===== config.mk =====
export PLATFORM = sky130hd
export DESIGN_NAME = qrd_array_ctrl
export DESIGN_NICKNAME = d
export VERILOG_FILES = /design/src/rtl/qrd_array_ctrl.sv
export SDC_FILE = /design/constraint.sdc
export NUM_CORES = 1
export LEC_CHECK = 0
export CAP_MARGIN = 25
export CORE_ASPECT_RATIO = 0.5
export CORE_MARGIN = 10
export CORE_UTILIZATION = 43
export DETAILED_ROUTE_END_ITERATION = 8
export GPL_ROUTABILITY_DRIVEN = 1
export GPL_TIMING_DRIVEN = 0
export PLACE_DENSITY = 0.7
export SLEW_MARGIN = 25
export SYNTH_ARGS = -nofsm -noshare
export SYNTH_HDL_FRONTEND = slang
export SYNTH_SLANG_ARGS = --single-unit

===== constraint.sdc =====
create_clock -name clk -period 2.4 [get_ports clk]
set_input_delay 0.48 -clock clk [delete_from_list [all_inputs] [get_ports clk]]
set_output_delay 0.48 -clock clk [all_outputs]
set_load 0.02 [all_outputs]

===== src/rtl/qrd_array_ctrl.sv =====
// qrd_array_ctrl: run controller for a triangular QR-decomposition systolic array.
// Accepts a configured number of (x, y) samples, feeds them into the PE rows
// through a skew register, drains in-flight tokens, then raises irq until acked.
module qrd_array_ctrl #(
  parameter int N_DIM = 3,
  parameter int UPD_W = 16
) (
  input  logic             clk,
  input  logic             rst,
  input  logic             start,
  input  logic [UPD_W-1:0] cfg_n_updates,
  input  logic             abort,
  input  logic             in_valid,
  output logic             in_ready,
  output logic [N_DIM-1:0] row_en,
  output logic             out_valid,
  output logic             freeze,
  output logic             busy,
  output logic [UPD_W-1:0] upd_cnt,
  output logic             irq,
  input  logic             irq_ack
);

  localparam logic [1:0] S_IDLE  = 2'd0;
  localparam logic [1:0] S_RUN   = 2'd1;
  localparam logic [1:0] S_DRAIN = 2'd2;
  localparam logic [1:0] S_DONE  = 2'd3;

  localparam logic [UPD_W-1:0] CNT_ZERO = {UPD_W{1'b0}};
  localparam logic [UPD_W-1:0] CNT_ONE  = {{(UPD_W-1){1'b0}}, 1'b1};
  localparam logic [UPD_W-1:0] CNT_MAX  = {UPD_W{1'b1}};
  localparam logic [N_DIM:0]   SK_ZERO  = {(N_DIM+1){1'b0}};

  logic [1:0]       state_r;
  logic [1:0]       state_s;
  logic [N_DIM:0]   sk_r;
  logic [N_DIM:0]   sk_s;
  logic [UPD_W-1:0] target_r;
  logic [UPD_W-1:0] cnt_r;
  logic             irq_r;
  logic             accept_s;
  logic             last_s;

  // Accept decode, next skew contents and detection of the final sample of a run.
  always_comb begin
    accept_s = 1'b0;
    last_s   = 1'b0;
    if (state_r == S_RUN) begin
      accept_s = in_valid;
      last_s   = in_valid && (cnt_r == (target_r - CNT_ONE));
    end else begin
      accept_s = 1'b0;
      last_s   = 1'b0;
    end
    sk_s = {sk_r[N_DIM-1:0], accept_s};
  end

  // Next-state logic; DRAIN looks ahead so DONE coincides with the first empty-skew cycle.
  always_comb begin
    state_s = state_r;
    case (state_r)
      S_IDLE: begin
        if (start) begin
          if (cfg_n_updates != CNT_ZERO) state_s = S_RUN;
          else                           state_s = S_DONE;
        end else begin
          state_s = S_IDLE;
        end
      end
      S_RUN: begin
        if (last_s || abort) state_s = S_DRAIN;
        else                 state_s = S_RUN;
      end
      S_DRAIN: begin
        if (sk_s == SK_ZERO) state_s = S_DONE;
        else                 state_s = S_DRAIN;
      end
      S_DONE: begin
        if (irq_ack) state_s = S_IDLE;
        else         state_s = S_DONE;
      end
      default: state_s = S_IDLE;
    endcase
  end

  // State, skew pipeline, target/count and irq registers with synchronous reset.
  always_ff @(posedge clk) begin
    if (rst) begin
      state_r  <= S_IDLE;
      sk_r     <= SK_ZERO;
      target_r <= CNT_ZERO;
      cnt_r    <= CNT_ZERO;
      irq_r    <= 1'b0;
    end else begin
      state_r <= state_s;
      sk_r    <= sk_s;
      irq_r   <= (state_r == S_DONE) && !irq_ack;
      if ((state_r == S_IDLE) && start) begin
        cnt_r <= CNT_ZERO;
        if (cfg_n_updates != CNT_ZERO) target_r <= cfg_n_updates;
      end else if (accept_s && (cnt_r != CNT_MAX)) begin
        cnt_r <= cnt_r + CNT_ONE;
      end
    end
  end

  assign in_ready  = (state_r == S_RUN);
  assign row_en    = sk_r[N_DIM-1:0];
  assign out_valid = sk_r[N_DIM];
  assign freeze    = (sk_r == SK_ZERO);
  assign busy      = (state_r != S_IDLE);
  assign upd_cnt   = cnt_r;
  assign irq       = irq_r;

endmodule


# Word level (Yosys, flattened, before mapping)
# Index checks and enable logic that the tools add are counted.
# totals
register_bits,39
in_bits,22
# classes
n_addsub,2
eq_ne,5
n_mux,8
reduce_logical,13
# op_table
cell,n
$add A16 B1 Y16 const B,1
$eq A16 B16 Y1,1
$ne A16 B16 Y1 const B,1
$reduce_bool A16 Y1,1
$sub A16 B1 Y16 const B,1
$logic_not A4 Y1,2
$mux W2,4
$pmux W2 S4,1
$eq A2 B2 Y1 const B,2
$logic_and A1 B1 Y1,4
$mux W1,3
$eq A2 B1 Y1 const B,1
$logic_not A2 Y1,1
$reduce_and A2 Y1,1
$reduce_bool A2 Y1,1
$reduce_or A2 Y1,1
$logic_not A1 Y1,1
$logic_or A1 B1 Y1,1

# Longest topological paths before layout
# Gate-level depths: netlist (run 1).
# logic_depth
word_depth,7
depth_mapped,9
mapped_depth_nobuf,9

# Worst setup path before layout (run 1)
# No wires, ideal clock.
# synth_timing
path_kind,register to register
startpoint,reg target_r[0]
endpoint,reg state_r[0]
setup_ns,0.136
t_arrival_ns,2.336
required_time_ns,2.264
path_slack_ns,-0.072
path_stages_with_launch,10
period_less_slack_ns,2.472
path_cell_list,dfxtp_1 inv_1 ha_1 or3b_2 nor3_1 xnor2_1 nand4_1 or4_4 o311ai_4 a221oi_1
# synth_between
elab_chain_len,7
# synth_lines
element,line_no,rtl
from (decl),38,logic [UPD_W-1:0] target_r;
from (signal assigned),100,if (cfg_n_updates != CNT_ZERO) target_r <= cfg_n_updates;
$sub A16 B1 Y16,50,last_s = in_valid && (cnt_r == (target_r - CNT_ONE));
$eq A16 B16 Y1,50,
$logic_and A1 B1 Y1,50,
$mux W1,48,if (state_r == S_RUN) begin
$logic_or A1 B1 Y1,71,if (last_s || abort) state_s = S_DRAIN;
$mux W2,71,
$pmux W2 S4,61,case (state_r)
to (signal assigned),95,state_r <= state_s;
to (decl),34,logic [1:0] state_r;
# Every way passes these cells.
# A chain may end at the register's enable or synchronous reset.

# Final worst setup path (run 1)
# layout_timing
startpoint,reg target_r[0]
endpoint,reg state_r[1]
# The elaborated chain is that of the path after synthesis.

==> results of run 1 <==
## placed cells by master, fill, tap and decap left out, types with 2 or more instances in the layout
| master | n |
|---|---|
| clkbuf_1 | 4 |
| and3_1 | 3 |
| mux2i_1 | 18 |
| nand2b_1 | 4 |
| xnor2_1 | 11 |
| or2_2 | 2 |
| nor3_2 | 2 |
| a21oi_1 | 4 |
| nor2_1 | 40 |
| xor2_1 | 20 |
| or4_4 | 3 |
| nor2b_1 | 5 |
| nor4_1 | 7 |
| nor3_1 | 6 |
| dfxtp_1 | 35 |
| o21ai_0 | 3 |
| nor3b_1 | 3 |
| clkbuf_8 | 5 |
| nor4_2 | 2 |
| nand3_1 | 10 |
| nand2_1 | 11 |
| clkdlybuf4s50_1 | 45 |
| dfxtp_2 | 3 |
| buf_6 | 2 |
| o211a_1 | 3 |
| buf_4 | 5 |
| nand4_1 | 8 |
| inv_2 | 2 |
| inv_1 | 7 |
## Yosys cell counts, drive strengths merged (2+ instances only)
cell type  instances  area, µm²
buf                4       46.3
or2                2       12.5
mux2i             18        180
inv                9       33.8
ha                 2       25.0
nor3               8       45.0
nor2b              5       31.3
and3               3       18.8
xnor2             11       96.3
a21oi              4       20.0
nand4              8       50.1
nor3b              3       22.5
nand3             10       50.1
nand2b             4       25.0
nor4              10       77.6
nand2             12       45.0
nor2              40        150
or4                3       33.8
o21ai              4       23.8
dfxtp             39        781
xor2              20        175
clkbuf             4       15.0
o211a              3       30.0
## kinds of logic (layout without fill, tap and decap cells)
group           after synthesis  count (layout)
fa+ha+maj                     2               2
simple gates                114             114
flops                        39              39
xor+xnor                     31              31
compound gates               23              23
mux                          18              18
buf+inv                      17              74
## final cells by class
cell class | count | share of cell area [%]
Tap cell | 70 | 3.05
Clock inverter | 2 | 0.436
Inverter | 9 | 1.18
Clock buffer | 6 | 2.53
Timing Repair Buffer | 50 | 17.0
Sequential cell | 39 | 27.5
Buffer | 7 | 2.01
Multi-Input combinational cell | 188 | 46.3
## registers in the layout, summed over array words and instances, names as in the netlist
| name | count |
|---|---|
| irq | 1 |
| sk_r | 4 |
| state_r | 2 |
| target_r | 16 |
| upd_cnt | 16 |
## how the worst min path moves through the flow
stage	from	end	cells after the start	slack (ns)
5_1_grt	sk_r[1]	sk_r[2]	1	0.53
3_3_place_gp	sk_r[2]	sk_r[3]	1	0.48
4_1_cts	sk_r[1]	sk_r[2]	1	0.50
2_1_floorplan	target_r[15]	target_r[15]	2	0.49
6_report	sk_r[1]	sk_r[2]	1	0.50
3_5_place_dp	sk_r[1]	sk_r[2]	1	0.49
## per-layer routing
metal	track usage, %	vias to the layer above
li1	-	969
met1	18.8	920
met2	21.8	29
met3	3.77	5
met4	3.32	0
met5	0	-
## power by group
part,switching [mW],total [mW],internal [mW]
clock,0.234,0.437,0.203
sequential,0.0448,0.722,0.677
combinational,0.219,0.451,0.231
total,0.498,1.61,1.11
## repair_timing
item | CTS | global route
setup endpoints to repair | 12 | 8
gates resized for setup | 12 | 1
setup buffers | 5 | 0
cloned | 0 | 0
pin swaps | 5 | 0
==> impl_metrics.py, run 1 <==
metrics = {
    "outcome": {
        "status": "finished with violations",
        "failed_checks": "negative setup slack",
    },
    "placed_design": {
        "placed_area_um2": 2710,
        "hpwl_um": 4410,
        "dp.cells": 359,
        "port_buffers": 45,
        "place.gp.congestion": 0.863,
        "post-place-ws_ns": -0.451,
    },
    "detailed_routing": {
        "first_iter_violations": 163,
        "wl_met1_um": 2880,
        "drcViolationCount": 0,
        "vias": 1923,
        "wirelength_um": 5710,
        "ant_nets": 0,
        "wl_met2_um": 2560,
        "wl_met3_um": 228,
        "wire_per_inst_um": 15.4,
        "top_layer": "met4",
        "viasPerCell": 5.18,
        "first_pass_iters": 4,
    },
    "global_routing": {
        "grtUsageTotal_pct": 14.1,
        "antenna_found_initial": 0,
        "grt_overflow_total": 0,
        "grt_pass1_vias": 1915,
        "grt_pass1_wl_um": 9810,
        "grt_max_degree": 17,
    },
    "setup_path": {
        "r2r_setup_slack_ns": -0.05,
        "worst-path-stages": 7,
        "crit_top_cell": "or4_4",
        "cp_cell_sequence": "or4_4, xnor2_1, nor4_1, nor3_1, or4_4, o311ai_4, o211a_1",
        "worst-r2r-cell-count": 7,
        "critPathKind": "flop to flop",
        "cpPeakStageDelay_ns": 0.58,
        "end_kind": "flop",
        "cp_num_buf_inv": 0,
        "crit_start": "target_r[0]",
        "crit_path_end": "state_r[1]",
        "cp.required_ns": 2.64,
        "arrival_ns": 2.69,
        "path_delay_family": "simple AND/OR/NAND/NOR gates",
        "r2r_start": "target_r[0]",
        "crit_fanout": 4,
        "critPathLaunchType": "flop",
        "critPathSlowestCell": "or4_4",
        "reg2reg_to": "state_r[1]",
    },
    "cts": {
        "clk_latency_ns": 0.29,
        "hold_buffers": 0,
        "clk_pin_slew_ns": 0.08,
        "numCtsBuffers": 5,
        "cts_root_buf": "clkbuf_8",
        "htreeDepth": 2,
        "cts.sinks": 39,
        "clock_path_buffers": 2,
        "cts_tree": "built",
    },
    "finish": {
        "area_growth_pct": 32.6,
        "fin_cells": 371,
        "multi_input_area_um2": 1330,
        "fillCellCount": 464,
        "fin_util_pct": 58.7,
        "design_area_um2": 2870,
        "drive_gt1_share_pct": 13.6,
        "n_antenna_cell": 0,
        "fin_nets": 324,
        "regArea_um2": 788,
    },
    "timing": {
        "maxSlewViolCount": 0,
        "hold_slack_ns": 0.502,
        "setup_viol": 2,
        "rsz0062_at_grt": "yes",
        "max_slew_margin_pct": 67.7,
        "worst_slack_ns": -0.0505,
        "worst_pin_slew_ns": 0.482,
        "hold_violations": 0,
        "fmax_mhz": 408,
        "fin_crit_sh_pct": 102,
        "finClkSkew_ns": 0.00914,
        "tns_ns": -0.0778,
        "fin_crit_ns": 2.45,
    },
    "synthesis": {
        "synth_nets": 268,
        "synth.avg_cell_area_um2": 8.86,
        "yosysWarnings": 0,
        "postSynthCellCount": 244,
        "synth_cell_type_count": 46,
        "synth_xor_area_share_pct": 12.6,
        "synth.ff_latch_count": 39,
        "synth_fa_ha_area_share_pct": 1.16,
        "synth_top_family_by_area": "simple AND/OR/NAND/NOR gates",
        "synth-simple-area-share_pct": 28.4,
        "ys_seq_area_share_pct": 36.1,
        "syn_area_um2": 2160,
        "muxShareOfSynthArea_pct": 8.33,
        "synth_edf_count": 0,
        "synth_ff_type": "dfxtp_1",
        "synth_compound_area_share_pct": 9.09,
        "async_flop_share_pct": 0,
    },
    "die": {
        "die_width_um": 120,
        "die_h_um": 70.1,
        "coreArea_um2": 4890,
        "num_rows": 18,
        "dieArea_um2": 8440,
        "io_pins": 46,
        "initial_utilization_pct": 44.2,
    },
    "power_and_ir_drop": {
        "p_leak_nw": 1.14,
        "powerDensity_nw_per_um2": 561,
        "design_power_total_mw": 1.61,
        "peakVddDrop_mv": 0.255,
    },
    "worst_hold_path": {
        "holdCritPathClass": "flop to flop",
    },
    "job": {
        "cap_violations": 0,
    },
}
Note: power is estimated with default switching activity, not from simulation.
==> run 2, diff against run 1 <==
--- a/config.mk
+++ b/config.mk
@@ -5,6 +5,7 @@
 export SDC_FILE = /design/constraint.sdc
 export NUM_CORES = 1
 export LEC_CHECK = 0
+export ABC_CLOCK_PERIOD_IN_PS = 2000
 export CAP_MARGIN = 25
 export CORE_ASPECT_RATIO = 0.5
 export CORE_MARGIN = 10
==> constraint.sdc (replaced) <==
create_clock -name clk -period 2 [get_ports clk]
set_input_delay 0.4 -clock clk [delete_from_list [all_inputs] [get_ports clk]]
set_output_delay 0.4 -clock clk [all_outputs]
set_load 0.02 [all_outputs]
==> run 2 against run 1 <==
Effect of this change:
- the flow still finishes with violations (negative setup slack)
- total power rose by 29%
- register-to-register slack got worse by 0.45 ns
- die area did not move
- combinational power rose by 21%
- first-iteration DRC count fell by 48%
- fmax fell by 2.1%
- wire length rose by 1.1%
- core utilization rose by 1.9 points
- critical path type unchanged
- largest power group unchanged
==> impl_metrics.py, run 2 (same netlist as run 1, synthesis figures left out) <==
metrics = {
    "outcome": {
        "status": "finished with violations",
        "failed_checks": "negative setup slack",
    },
    "setup_path": {
        "critPathSlowestCell": "or4_4",
        "critPathLaunchType": "flop",
        "r2r_setup_slack_ns": -0.50,
        "crit_fanout": 4,
        "end_kind": "flop",
        "cp_cell_sequence": "or4_4, nor4_1, nor3_1, or4_4, o311ai_4, a221oi_2",
        "cpPeakStageDelay_ns": 0.59,
        "crit_top_cell": "or4_4",
        "r2r_start": "target_r[0]",
        "reg2reg_to": "state_r[0]",
        "cp.required_ns": 2.17,
        "worst-r2r-cell-count": 6,
        "arrival_ns": 2.68,
        "critPathKind": "flop to flop",
    },
    "worst_hold_path": {
        "holdCritPathClass": "flop to flop",
        "hold_depth": 1,
        "hold_start": "sk_r[1]",
        "worstHoldEndpoint": "sk_r[2]",
    },
    "power_and_ir_drop": {
        "p_leak_nw": 1.18,
        "seq_power_share_pct": 41.9,
        "p_sw_share_pct": 29.7,
        "powerDensity_nw_per_um2": 701,
        "p_sw_mw": 0.615,
        "design_power_total_mw": 2.07,
        "peakVddDrop_mv": 0.324,
        "clkPwrFrac_pct": 31.8,
        "p_comb_share_pct": 26.3,
        "p_int_mw": 1.46,
    },
    "placed_design": {
        "place.gp.congestion": 0.874,
        "port_buffers": 45,
        "placed_area_um2": 2720,
        "hpwl_um": 4470,
    },
    "timing": {
        "max_slew_margin_pct": 70.3,
        "hold_violations": 0,
        "worst_pin_slew_ns": 0.445,
        "finClkSkew_ns": 0.00792,
        "maxSlewViolCount": 0,
        "fmax_mhz": 399,
        "hold_slack_ns": 0.505,
        "fin_crit_sh_pct": 125,
        "tns_ns": -0.998,
        "rsz0062_at_grt": "yes",
        "fin_crit_ns": 2.50,
        "setup_viol": 2,
        "worst_slack_ns": -0.503,
    },
    "finish": {
        "fillCellCount": 421,
        "mostFrequentLayoutCells": "42 x clkdlybuf4s50_1, 40 x nor2_1, 26 x dfxtp_1, 20 x xor2_1, 18 x mux2i_1",
        "fin_util_pct": 60.5,
        "fin_nets": 320,
        "layout_commonest_cell": "clkdlybuf4s50_1",
        "area_growth_pct": 36.9,
        "drive_gt1_share_pct": 19.2,
        "design_area_um2": 2960,
        "n_antenna_cell": 0,
    },
    "die": {
        "io_pins": 46,
        "coreArea_um2": 4890,
        "num_rows": 18,
        "die_width_um": 120,
        "die_h_um": 70.1,
        "dieArea_um2": 8440,
        "initial_utilization_pct": 44.2,
    },
    "cts": {
        "clk_pin_slew_ns": 0.08,
        "clock_path_buffers": 2,
        "clk_latency_ns": 0.29,
        "cts_tree": "built",
        "cts_root_buf": "clkbuf_8",
        "htreeDepth": 2,
        "cts.sinks": 39,
        "numCtsBuffers": 5,
    },
    "global_routing": {
        "grt_pass1_vias": 1916,
        "grtUsageTotal_pct": 13.5,
        "grt_max_degree": 14,
        "grt_overflow_total": 0,
        "antenna_found_initial": 0,
        "grt_pass1_wl_um": 9470,
    },
    "detailed_routing": {
        "vias": 1928,
        "ant_nets": 0,
        "wirelength_um": 5770,
        "wire_per_inst_um": 15.7,
        "drcViolationCount": 0,
        "first_iter_violations": 85,
        "first_pass_iters": 4,
        "viasPerCell": 5.25,
    },
    "job": {
        "cap_violations": 0,
    },
}
-- run 2: per-stage QoR --
| step | setup slack, ns | cells |
|---|---|---|
| after floorplan | -0.276 | 244 |
| after global placement | -0.740 | 359 |
| after detailed placement | -0.766 | 359 |
| after CTS | -0.458 | 369 |
| after global routing | -0.544 | 367 |
| final | -0.503 | 367 |
-- run 2: layout make-up --
cell class                      count  area [µm²]  share of cell area (%)
Multi-Input combinational cell    188        1400                    47.2
Buffer                              6        55.1                    1.86
Clock buffer                        5        68.8                    2.33
Timing Repair Buffer               47         465                    15.7
Clock inverter                      3        43.8                    1.48
Sequential cell                    39         805                    27.2
Inverter                            9        36.3                    1.23
Tap cell                           70        87.6                    2.96
-- run 2: worst max-delay path: cells and delay by family, from the launching register on --
family | cells | cell delay, ns
AO/OA/AOI/OAI | 2 | 0.42
flip-flops | 1 | 0.37
AND/OR/NAND/NOR | 4 | 1.58
-- run 2: layer usage --
metal	wire length, µm	GRT usage [%]	up-vias
met5	0	0	-
met4	64	3.59	0
met3	306	3.45	7
met2	2630	21.7	54
met1	2770	17.5	902
li1	-	-	965
-- run 2: worst max path at each step --
stage,endpoint,start,slack [ns]
detailed placement,target_r[5],cfg_n_updates[1],-0.77
finish,state_r[0],target_r[0],-0.50
floorplan,state_r[0],target_r[7],-0.28
global placement,state_r[0],in_valid,-0.74
CTS,state_r[1],target_r[0],-0.46
global route,state_r[0],target_r[5],-0.54
-- run 2: timing repair --
| action | 4_1_cts | 5_1_grt |
|---|---|---|
| setup endpoints to repair | 21 | 23 |
| pin swaps | 1 | 7 |
| setup buffers | 2 | 0 |
| hold buffers | 0 | 0 |
| resized for setup | 20 | 16 |
-- run 2: power groups by stage --
stage / Combinational [mW] / Sequential, mW / Clock [mW]
floorplan: 0.372 / 0.871 / 0
global placement: 0.502 / 0.880 / 0
detailed placement: 0.513 / 0.882 / 0
CTS: 0.531 / 0.864 / 0.674
global route: 0.594 / 0.875 / 0.705
finish: 0.545 / 0.869 / 0.659
==> run 3, diff against run 2 <==
--- a/config.mk
+++ b/config.mk
@@ -6,13 +6,11 @@
 export NUM_CORES = 1
 export LEC_CHECK = 0
 export ABC_CLOCK_PERIOD_IN_PS = 2000
-export CAP_MARGIN = 25
 export CORE_ASPECT_RATIO = 0.5
 export CORE_MARGIN = 10
 export CORE_UTILIZATION = 43
 export DETAILED_ROUTE_END_ITERATION = 8
 export GPL_ROUTABILITY_DRIVEN = 1
-export GPL_TIMING_DRIVEN = 0
 export PLACE_DENSITY = 0.7
 export SLEW_MARGIN = 25
 export SYNTH_ARGS = -nofsm -noshare
==> run 3 against run 2 <==
Effect of this change:
- the run still ends with negative setup slack left
- wire length up 8.5%
- combinational power up 19%
- sequential share of layout area down 2.3 points
- via count up 9.9%
- fmax up 4.2%
- sequential power down 2.5%
- critical path type unchanged
- largest power group unchanged
==> impl_metrics.py, run 3 (same netlist as run 1, synthesis figures left out) <==
metrics = {
    "detailed_routing": {
        "drcViolationCount": 0,
        "wirelength_um": 6260,
        "first_pass_iters": 4,
        "wire_per_inst_um": 15.4,
        "first_iter_violations": 109,
        "viasPerCell": 5.20,
        "vias": 2118,
        "ant_nets": 0,
    },
    "worst_hold_path": {
        "worstHoldEndpoint": "sk_r[2]",
        "hold_start": "sk_r[1]",
        "hold_depth": 1,
        "holdCritPathClass": "flop to flop",
    },
    "placed_design": {
        "port_buffers": 45,
        "dp.cells": 398,
        "place.gp.congestion": 0.842,
        "hpwl_um": 4980,
    },
    "setup_path": {
        "path_delay_family": "simple AND/OR/NAND/NOR gates",
        "crit_start": "target_r[0]",
        "cp_cell_sequence": "inv_2, ha_4, or3b_4, o21ai_2, a21oi_1, a31o_1, or4_4, o311ai_4, o211a_1",
        "critPathLaunchType": "flop",
        "reg2reg_to": "state_r[1]",
        "cp.required_ns": 2.24,
        "crit_fanout": 4,
        "cpPeakStageDelay_ns": 0.49,
        "end_kind": "flop",
        "r2r_setup_slack_ns": -0.40,
        "critPathSlowestCell": "or4_4",
        "arrival_ns": 2.64,
        "critPathKind": "flop to flop",
        "r2r_start": "target_r[0]",
        "worst-r2r-cell-count": 9,
        "cp_num_buf_inv": 1,
    },
    "cts": {
        "clk_latency_ns": 0.29,
        "numCtsBuffers": 5,
        "cts_root_buf": "clkbuf_8",
        "htreeDepth": 2,
        "hold_buffers": 0,
        "cts_tree": "built",
        "cts.sinks": 39,
        "clock_path_buffers": 2,
        "clk_pin_slew_ns": 0.08,
    },
    "die": {
        "io_pins": 46,
        "die_width_um": 120,
        "num_rows": 18,
        "die_h_um": 70.1,
        "coreArea_um2": 4890,
        "dieArea_um2": 8440,
        "initial_utilization_pct": 44.2,
    },
    "global_routing": {
        "top_usage_layer": "met2",
        "antenna_found_initial": 0,
        "grt_use_met1_pct": 19.4,
        "grt_overflow_total": 0,
        "grt_util_met2_pct": 23.4,
        "grt_pass1_wl_um": 10200,
        "grt_pass1_vias": 2100,
        "grtUsageTotal_pct": 14.6,
        "grt_max_degree": 24,
        "use_met3_pct": 3.45,
    },
    "timing": {
        "maxSlewViolCount": 0,
        "hold_violations": 0,
        "rsz0062_at_grt": "yes",
        "fin_crit_ns": 2.40,
        "fmax_mhz": 416,
        "finClkSkew_ns": 0.00612,
        "max_slew_margin_pct": 74.3,
        "hold_slack_ns": 0.511,
        "tns_ns": -0.782,
        "setup_viol": 2,
        "fin_crit_sh_pct": 120,
        "worst_pin_slew_ns": 0.382,
        "worst_slack_ns": -0.403,
    },
    "finish": {
        "area_growth_pct": 46.6,
        "drive_gt1_share_pct": 24.9,
        "layout_commonest_cell": "buf_4",
        "mostFrequentLayoutCells": "47 x buf_4, 42 x clkdlybuf4s50_1, 40 x nor2_1, 33 x dfxtp_1, 20 x xor2_1",
        "fin_cells": 407,
        "fin_nets": 360,
        "n_antenna_cell": 0,
    },
    "power_and_ir_drop": {
        "p_leak_nw": 1.36,
        "powerDensity_nw_per_um2": 678,
        "peakVddDrop_mv": 0.316,
    },
    "outcome": {
        "status": "finished with violations",
        "failed_checks": "negative setup slack",
    },
    "job": {
        "cap_violations": 0,
    },
}
==> run 3: cell types whose count changed in the layout (fill, tap and decap cells not counted), moves of 2 or more <==
cell      before  now
nor4_1         4    8
buf_4          2   47
buf_6          2    0
dfxtp_2       10    6
nor4_2         4    1
dfxtp_1       26   33
nor3b_1        1    3
nor3b_2        2    0
clkbuf_1       2    0
dfxtp_4        3    0
==> run 3: worst register-to-register path: cells and delay by family (launching register included) <==
family,cells,cell delay [ns]
AO/OA/AOI/OAI,5,0.89
buffers and inverters,1,0.06
flip-flops,1,0.35
AND/OR/NAND/NOR,2,0.92
adder cells (fa/ha/maj),1,0.13
==> run 3: power by group <==
group	switching [mW]	internal (mW)	leakage, nW	total (mW)
Combinational	0.311	0.335	0.980	0.646
Sequential	0.0345	0.813	0.320	0.847
Clock	0.286	0.371	0.0581	0.657
==> run 3: how the worst max path moves through the flow <==
stage	end	slack, ns	cells past startpoint
6_report	state_r[1]	-0.40	9
3_3_place_gp	state_r[0]	-0.45	8
5_1_grt	state_r[1]	-0.49	9
2_1_floorplan	state_r[0]	-0.28	7
4_1_cts	state_r[0]	-0.38	9
3_5_place_dp	state_r[0]	-0.53	8
==> run 3: routing by layer <==
metal,vias up,wire length (µm)
met4,0,54
met2,46,2790
li1,1044,-
met3,6,289
met5,-,0
met1,1022,3120
==> run 3: repair_timing <==
item	CTS	global route
pin swaps	2	1
buffers inserted	1	0
setup endpoints to repair	5	11
resized for setup	5	7
endpoints found under the hold margin	0	0
==> run 3: stage by stage <==
stage | total power, mW | setup WS (ns) | cell area, µm² | utilization, %
detailed placement | 1.49 | -0.527 | 3030 | 62.0
global route | 2.24 | -0.488 | 3170 | 64.9
CTS | 2.15 | -0.378 | 3150 | 64.5
global placement | 1.47 | -0.446 | 3030 | 62.0
floorplan | 1.24 | -0.276 | 2190 | -
finish | 2.15 | -0.403 | 3170 | 64.9
==> run 3: cell type report <==
class | instances | area [µm²]
clock buffers | 5 | 68.8
repair buffers | 93 | 820
fillers | 420 | 1720
flip-flops and latches | 39 | 788
inverters | 9 | 33.8
clock inverters | 3 | 43.8
multi-input cells | 188 | 1330
well taps | 70 | 87.6
